--- src/rtl/mem_port_arbiter.sv ---
// Arbiter sharing one memory port between instruction fetch and the
// load/store unit. Only one transaction is outstanding at a time. Data
// requests have priority, but IF is guaranteed a turn after IF_MAX_WAIT data
// grants. A transaction that runs too long is aborted.
module mem_port_arbiter #(
  parameter int unsigned IF_MAX_WAIT    = 4,
  parameter int unsigned TIMEOUT_CYCLES = 255
) (
  input  logic        clk,
  input  logic        arst_n,
  input  logic        if_req_i,
  input  logic [31:0] if_addr_i,
  output logic        if_rvalid_o,
  output logic [31:0] if_rdata_o,
  output logic        if_stall_o,
  input  logic        dm_rd_en_i,
  input  logic        dm_wr_en_i,
  input  logic [31:0] dm_addr_i,
  input  logic [31:0] dm_wdata_i,
  input  logic [3:0]  dm_be_i,
  output logic        dm_rvalid_o,
  output logic [31:0] dm_rdata_o,
  output logic        dm_stall_o,
  output logic        mem_req_o,
  output logic        mem_we_o,
  output logic [31:0] mem_addr_o,
  output logic [31:0] mem_wdata_o,
  output logic [3:0]  mem_be_o,
  input  logic        mem_gnt_i,
  input  logic        mem_rvalid_i,
  input  logic [31:0] mem_rdata_i,
  output logic        bus_err_o,
  output logic        rw_conflict_o
);

  localparam logic [3:0]  WAIT_MAX = 4'(IF_MAX_WAIT);
  localparam logic [15:0] TO_LAST  = 16'(TIMEOUT_CYCLES - 1);

  typedef enum logic [1:0] {S_IDLE, S_REQ, S_RESP} state_t;
  typedef enum logic [1:0] {OWN_NONE, OWN_IF, OWN_DM} owner_t;

  state_t      state_q, state_d;
  owner_t      owner_q, owner_d;
  logic [31:0] addr_q, addr_d;
  logic [31:0] wdata_q, wdata_d;
  logic        we_q, we_d;
  logic [3:0]  be_q, be_d;
  logic [3:0]  wait_q, wait_d;
  logic [15:0] to_q, to_d;

  logic dm_any, sel_if, sel_dm, completed, timed_out, finish;

  // IF wins only when data is idle or IF has been passed over too often.
  assign dm_any    = dm_rd_en_i | dm_wr_en_i;
  assign sel_if    = if_req_i & (~dm_any | (wait_q == WAIT_MAX));
  assign sel_dm    = dm_any & ~sel_if;
  // A real response in the abort cycle still counts as a normal completion.
  assign completed = (state_q == S_RESP) & mem_rvalid_i;
  assign timed_out = (state_q != S_IDLE) & (to_q == TO_LAST) & ~completed;
  assign finish    = completed | timed_out;

  // Next-state logic: arbitration in IDLE, handshake tracking in REQ/RESP.
  always_comb begin
    state_d = state_q;
    owner_d = owner_q;
    addr_d  = addr_q;
    wdata_d = wdata_q;
    we_d    = we_q;
    be_d    = be_q;
    wait_d  = wait_q;
    to_d    = to_q;
    case (state_q)
      S_IDLE: begin
        if (!if_req_i) wait_d = 4'd0;
        if (sel_if) begin
          owner_d = OWN_IF;
          addr_d  = if_addr_i;
          we_d    = 1'b0;
          wdata_d = 32'd0;
          be_d    = 4'hF;
          wait_d  = 4'd0;
          to_d    = 16'd0;
          state_d = S_REQ;
        end else if (sel_dm) begin
          owner_d = OWN_DM;
          addr_d  = dm_addr_i;
          // A simultaneous read and write is treated as a write.
          we_d    = dm_wr_en_i;
          wdata_d = dm_wr_en_i ? dm_wdata_i : 32'd0;
          be_d    = dm_wr_en_i ? dm_be_i : 4'hF;
          if (if_req_i && wait_q != WAIT_MAX) wait_d = wait_q + 4'd1;
          to_d    = 16'd0;
          state_d = S_REQ;
        end
      end
      S_REQ: begin
        to_d = to_q + 16'd1;
        if (timed_out) begin
          state_d = S_IDLE;
          owner_d = OWN_NONE;
        end else if (mem_gnt_i) begin
          state_d = S_RESP;
        end
      end
      S_RESP: begin
        to_d = to_q + 16'd1;
        if (finish) begin
          state_d = S_IDLE;
          owner_d = OWN_NONE;
        end
      end
      default: begin
        state_d = S_IDLE;
        owner_d = OWN_NONE;
      end
    endcase
  end

  // State and latched transaction registers.
  always_ff @(posedge clk or negedge arst_n) begin
    if (!arst_n) begin
      state_q <= S_IDLE;
      owner_q <= OWN_NONE;
      addr_q  <= 32'd0;
      wdata_q <= 32'd0;
      we_q    <= 1'b0;
      be_q    <= 4'd0;
      wait_q  <= 4'd0;
      to_q    <= 16'd0;
    end else begin
      state_q <= state_d;
      owner_q <= owner_d;
      addr_q  <= addr_d;
      wdata_q <= wdata_d;
      we_q    <= we_d;
      be_q    <= be_d;
      wait_q  <= wait_d;
      to_q    <= to_d;
    end
  end

  assign mem_req_o   = (state_q == S_REQ);
  assign mem_we_o    = we_q;
  assign mem_addr_o  = addr_q;
  assign mem_wdata_o = wdata_q;
  assign mem_be_o    = be_q;

  assign if_rvalid_o = finish & (owner_q == OWN_IF);
  assign dm_rvalid_o = finish & (owner_q == OWN_DM);
  // Aborted transactions return zero data.
  assign if_rdata_o  = (if_rvalid_o && completed) ? mem_rdata_i : 32'd0;
  assign dm_rdata_o  = (dm_rvalid_o && completed) ? mem_rdata_i : 32'd0;
  assign if_stall_o  = if_req_i & ~if_rvalid_o;
  assign dm_stall_o  = dm_any & ~dm_rvalid_o;

  assign bus_err_o     = timed_out;
  assign rw_conflict_o = (state_q == S_IDLE) & sel_dm & dm_rd_en_i & dm_wr_en_i;

endmodule

--- config.mk ---
export PLATFORM = sky130hd
export DESIGN_NAME = mem_port_arbiter
export DESIGN_NICKNAME = d
export VERILOG_FILES = /design/src/rtl/mem_port_arbiter.sv
export SDC_FILE = /design/constraint.sdc
export NUM_CORES = 1
export LEC_CHECK = 0
export BUFFER_PORTS_ARGS = -buffer_cell sky130_fd_sc_hd__buf_2
export CAP_MARGIN = 40
export CORE_MARGIN = 5
export CORE_UTILIZATION = 47
export CTS_CLUSTER_SIZE = 10
export DETAILED_ROUTE_END_ITERATION = 10
export PLACE_DENSITY_LB_ADDON = 0.12
export SYNTH_ARGS = -nofsm -noshare
export SYNTH_HDL_FRONTEND = slang
export SYNTH_SLANG_ARGS = --single-unit
--- constraint.sdc ---
create_clock -name clk -period 4.9 [get_ports clk]
set_clock_uncertainty 0.2 [all_clocks]
set_input_delay 0.245 -clock clk [delete_from_list [all_inputs] [get_ports clk]]
set_output_delay 0.245 -clock clk [all_outputs]
set_load 0.02 [all_outputs]
==> impl_metrics.ini <==
[run_status]
status = completed

[global_route]
grt_pass1_wl_mm = 25.14
grt_overflow_total = 0
grt.total_usage_pct = 27.40
grt_pass1_vias = 5206
antenna_found_initial = 1
grt_max_degree = 99

[yosys]
syn_inst = 445
ys.flop_type = dfrtp_1
synth.yosys.warnings = 0
ys_async_sr_fraction_pct = 100.0
synth_cell_types = 44
synth_nets = 591
ys_seq_area_share_pct = 50.68
synth_area_mm2 = 0.004592
synth_seq_cells = 93
synth-edff-count = 0
avgSynthCellArea_um2 = 10.32

[sta]
slew_headroom_pct = 42.14
setup_viol = 0
final_max_slew_viol_count = 0
rsz0062_at_grt = false
fin_crit_sh_pct = 62.04
hold_viol_final = 0
tns_ns = 0
min_period_ns = 3.040
fmax_ghz = 0.3289
tightest_slew_ns = 0.8679

[setup_path]
worst_path_most_repeated_cell = nor2_1
cp_slowest_cell = or4b_4
worstPathCellList = inv_1 -> ha_1 -> or4b_4 -> nor4b_4 -> a21boi_0 -> nor2_1 -> nor2_1 -> buf_2
cp_max_fo = 11
rr_worst_depth = 9
required_ns = 4.45
endpoint_kind = primary output
critPathArrivalTime_ns = 2.60
critPathMaxStageDelay_ns = 0.54
cp-start-kind = flop
critical_path_class = flop to primary output

[routing]
drc = 0
wl_per_cell_um = 17.10
antenna_left = 0
dr.pass1.iters = 6
via_count = 4839
routed_via_density = 5.142
drt_iter0_drc = 290
routed_wl_mm = 16.10

[clock_network]
clock_sinks = 93
cts_tree = yes
cts.repair.resized = 0
cts_buffer_depth = 2
cts.htree.levels = 3
numCtsBuffers = 9
root_buffer = clkbuf_8
clk_latency_ns = 0.36
clk_pin_slew_ns = 0.09

[finish]
nets = 948
fin_util_pct = 74.38
drive_above_1_share_pct = 38.66
syn2layout_area_growth_pct = 56.13
fill_cells = 667

[floorplanning]
die_x_um = 108.8
start_util_pct = 47.64
core-area_mm2 = 0.009639
io_pins = 279
die_area_mm2 = 0.01185
placementRows = 36
die_h_um = 108.8

[placed_design]
port_buffers = 278
dpl.hpwl_mm = 10.72
routabilityCongestion = 0.7996

[run]
drv_cap = 0

[pwr]
power.leakage_uw = 0.004007
power_density_mw_per_mm2 = 444.1
fin_total_pwr_uw = 3184
ir_worst_vdd_uv = 291.3

[worst_hold_path]
min_path_type = primary input to flop
hold_depth = 3
[worst max-delay path, delay by kind of cell, from the launching register on]
kind | cells | cell delay [ns]
AND/OR/NAND/NOR | 4 | 1.14
flip-flops | 1 | 0.36
adder cells (fa/ha/maj) | 1 | 0.33
buffers and inverters | 2 | 0.24
AO/OA/AOI/OAI | 1 | 0.16
[cell type report]
cell class | count | area (um^2) | area share, %
Timing Repair Buffer | 373 | 2351 | 32.79
Clock inverter | 4 | 23.77 | 0.3316
Antenna cell | 1 | 2.502 | 0.03490
Multi-Input combinational cell | 317 | 2123 | 29.62
Sequential cell | 93 | 2327 | 32.46
Clock buffer | 12 | 145.1 | 2.024
Inverter | 8 | 30.03 | 0.4188
Tap cell | 133 | 166.4 | 2.321
[routing by layer]
layer	wire length [um]	track usage (%)
met5	0	0
met4	633	16.14
met3	1520	6.631
met2	8253	48.54
met1	5687	29.63
[synthesized netlist by cell type, drive strengths merged, types with 2 or more instances]
| cell type | count | share of area, % |
|---|---|---|
| dfrtp | 93 | 51 |
| and2 | 65 | 8.9 |
| nand2 | 42 | 3.4 |
| o21ai | 40 | 4.4 |
| mux2i | 34 | 7.4 |
| a22o | 32 | 6.1 |
| nor2 | 25 | 2.0 |
| clkbuf | 23 | 1.9 |
| inv | 8 | 0.65 |
| xor2 | 8 | 1.5 |
| ha | 7 | 1.9 |
| and3 | 6 | 0.87 |
| nand3 | 6 | 0.65 |
| nand4 | 5 | 0.68 |
| xnor2 | 5 | 0.95 |
| a21oi | 4 | 0.52 |
| buf | 4 | 0.65 |
| nand2b | 4 | 0.54 |
| nor3 | 4 | 0.44 |
| o22a | 4 | 0.76 |
| and4 | 3 | 0.60 |
| or4b | 3 | 0.74 |
| a31oi | 2 | 0.27 |
| mux2 | 2 | 0.49 |
| nor2b | 2 | 0.27 |
| nor3b | 2 | 0.33 |
| nor4b | 2 | 0.84 |
| o22ai | 2 | 0.27 |
[repair_timing]
action | in CTS | in global routing
buffers inserted | 0 | 0
hold endpoints to repair | 103 | 0
hold buffers | 88 | 0
[worst paths after layout]
| check | start | end | slack (ns) |
|---|---|---|---|
| setup / recovery | state_q[0]$_DFFE_PN0P_ | dm_stall_o | 1.86 |
| hold / removal | dm_addr_i[13] | mem_addr_o[13]$_DFFE_PN0P_ | 0.01 |
| setup reg to reg | wait_q[0]$_DFFE_PN0P_ | mem_addr_o[7]$_DFFE_PN0P_ | 2.03 |
| hold reg to reg | mem_addr_o[17]$_DFFE_PN0P_ | mem_addr_o[17]$_DFFE_PN0P_ | 0.28 |
| max in group asynchronous | arst_n | mem_addr_o[27]$_DFFE_PN0P_ | 3.18 |
| min in group asynchronous | arst_n | mem_addr_o[14]$_DFFE_PN0P_ | 0.22 |
[power by group]
part           switching [uW]  internal [uW]  leakage, uW
clock                     258            197    0.0000901
sequential                178           1040      0.00119
combinational             942            564      0.00273
[per-stage QoR]
| stage | setup WS (ns) | hold WS, ns | instances | cell area [um^2] |
|---|---|---|---|---|
| 2_1_floorplan | 2.404 | -0.2506 | 445 | 4592 |
| 3_3_place_gp | 2.240 | 0.06326 | 833 | 6071 |
| 3_5_place_dp | 2.257 | 0.06319 | 835 | 6110 |
| 4_1_cts | 1.842 | 0.001440 | 939 | 7159 |
| 5_1_grt | 1.715 | 0.04324 | 941 | 7169 |
| 6_report | 1.860 | 0.01421 | 941 | 7169 |
[registers in the layout, indices dropped and copies added (netlist names)]
name         count
mem_we_o         1
mem_be_o         4
to_q            16
owner_q          2
mem_wdata_o     32
state_q          2
mem_addr_o      32
wait_q           4
[cells by family (layout without fill, tap and decap cells)]
group / count (synthesis) / in the layout / share of synthesized area (%)
AND/OR/NAND/NOR: 173 / 173 / 20.87
flip-flops: 93 / 93 / 50.68
AO/OA/AOI/OAI: 88 / 88 / 12.97
multiplexers: 36 / 36 / 7.902
buffers and inverters: 35 / 397 / 3.188
XOR/XNOR: 13 / 13 / 2.480
adder cells (fa/ha/maj): 7 / 7 / 1.907
other: 0 / 1 / 0
[layout by cell type (no fill, tap or decap), types with 4 or more instances in the layout]
cell,n
a22o_1,32
and2_1,65
and3_1,4
buf_2,277
buf_4,6
clkbuf_8,10
dfrtp_1,93
dlygate4sd3_1,88
ha_1,7
inv_1,8
mux2i_1,34
nand2_1,41
nand3_1,6
nand4_1,5
nor2_1,25
nor3_1,4
o21ai_0,40
o22a_1,4
xnor2_1,5
xor2_1,8
(Power assumes the default switching activity.)
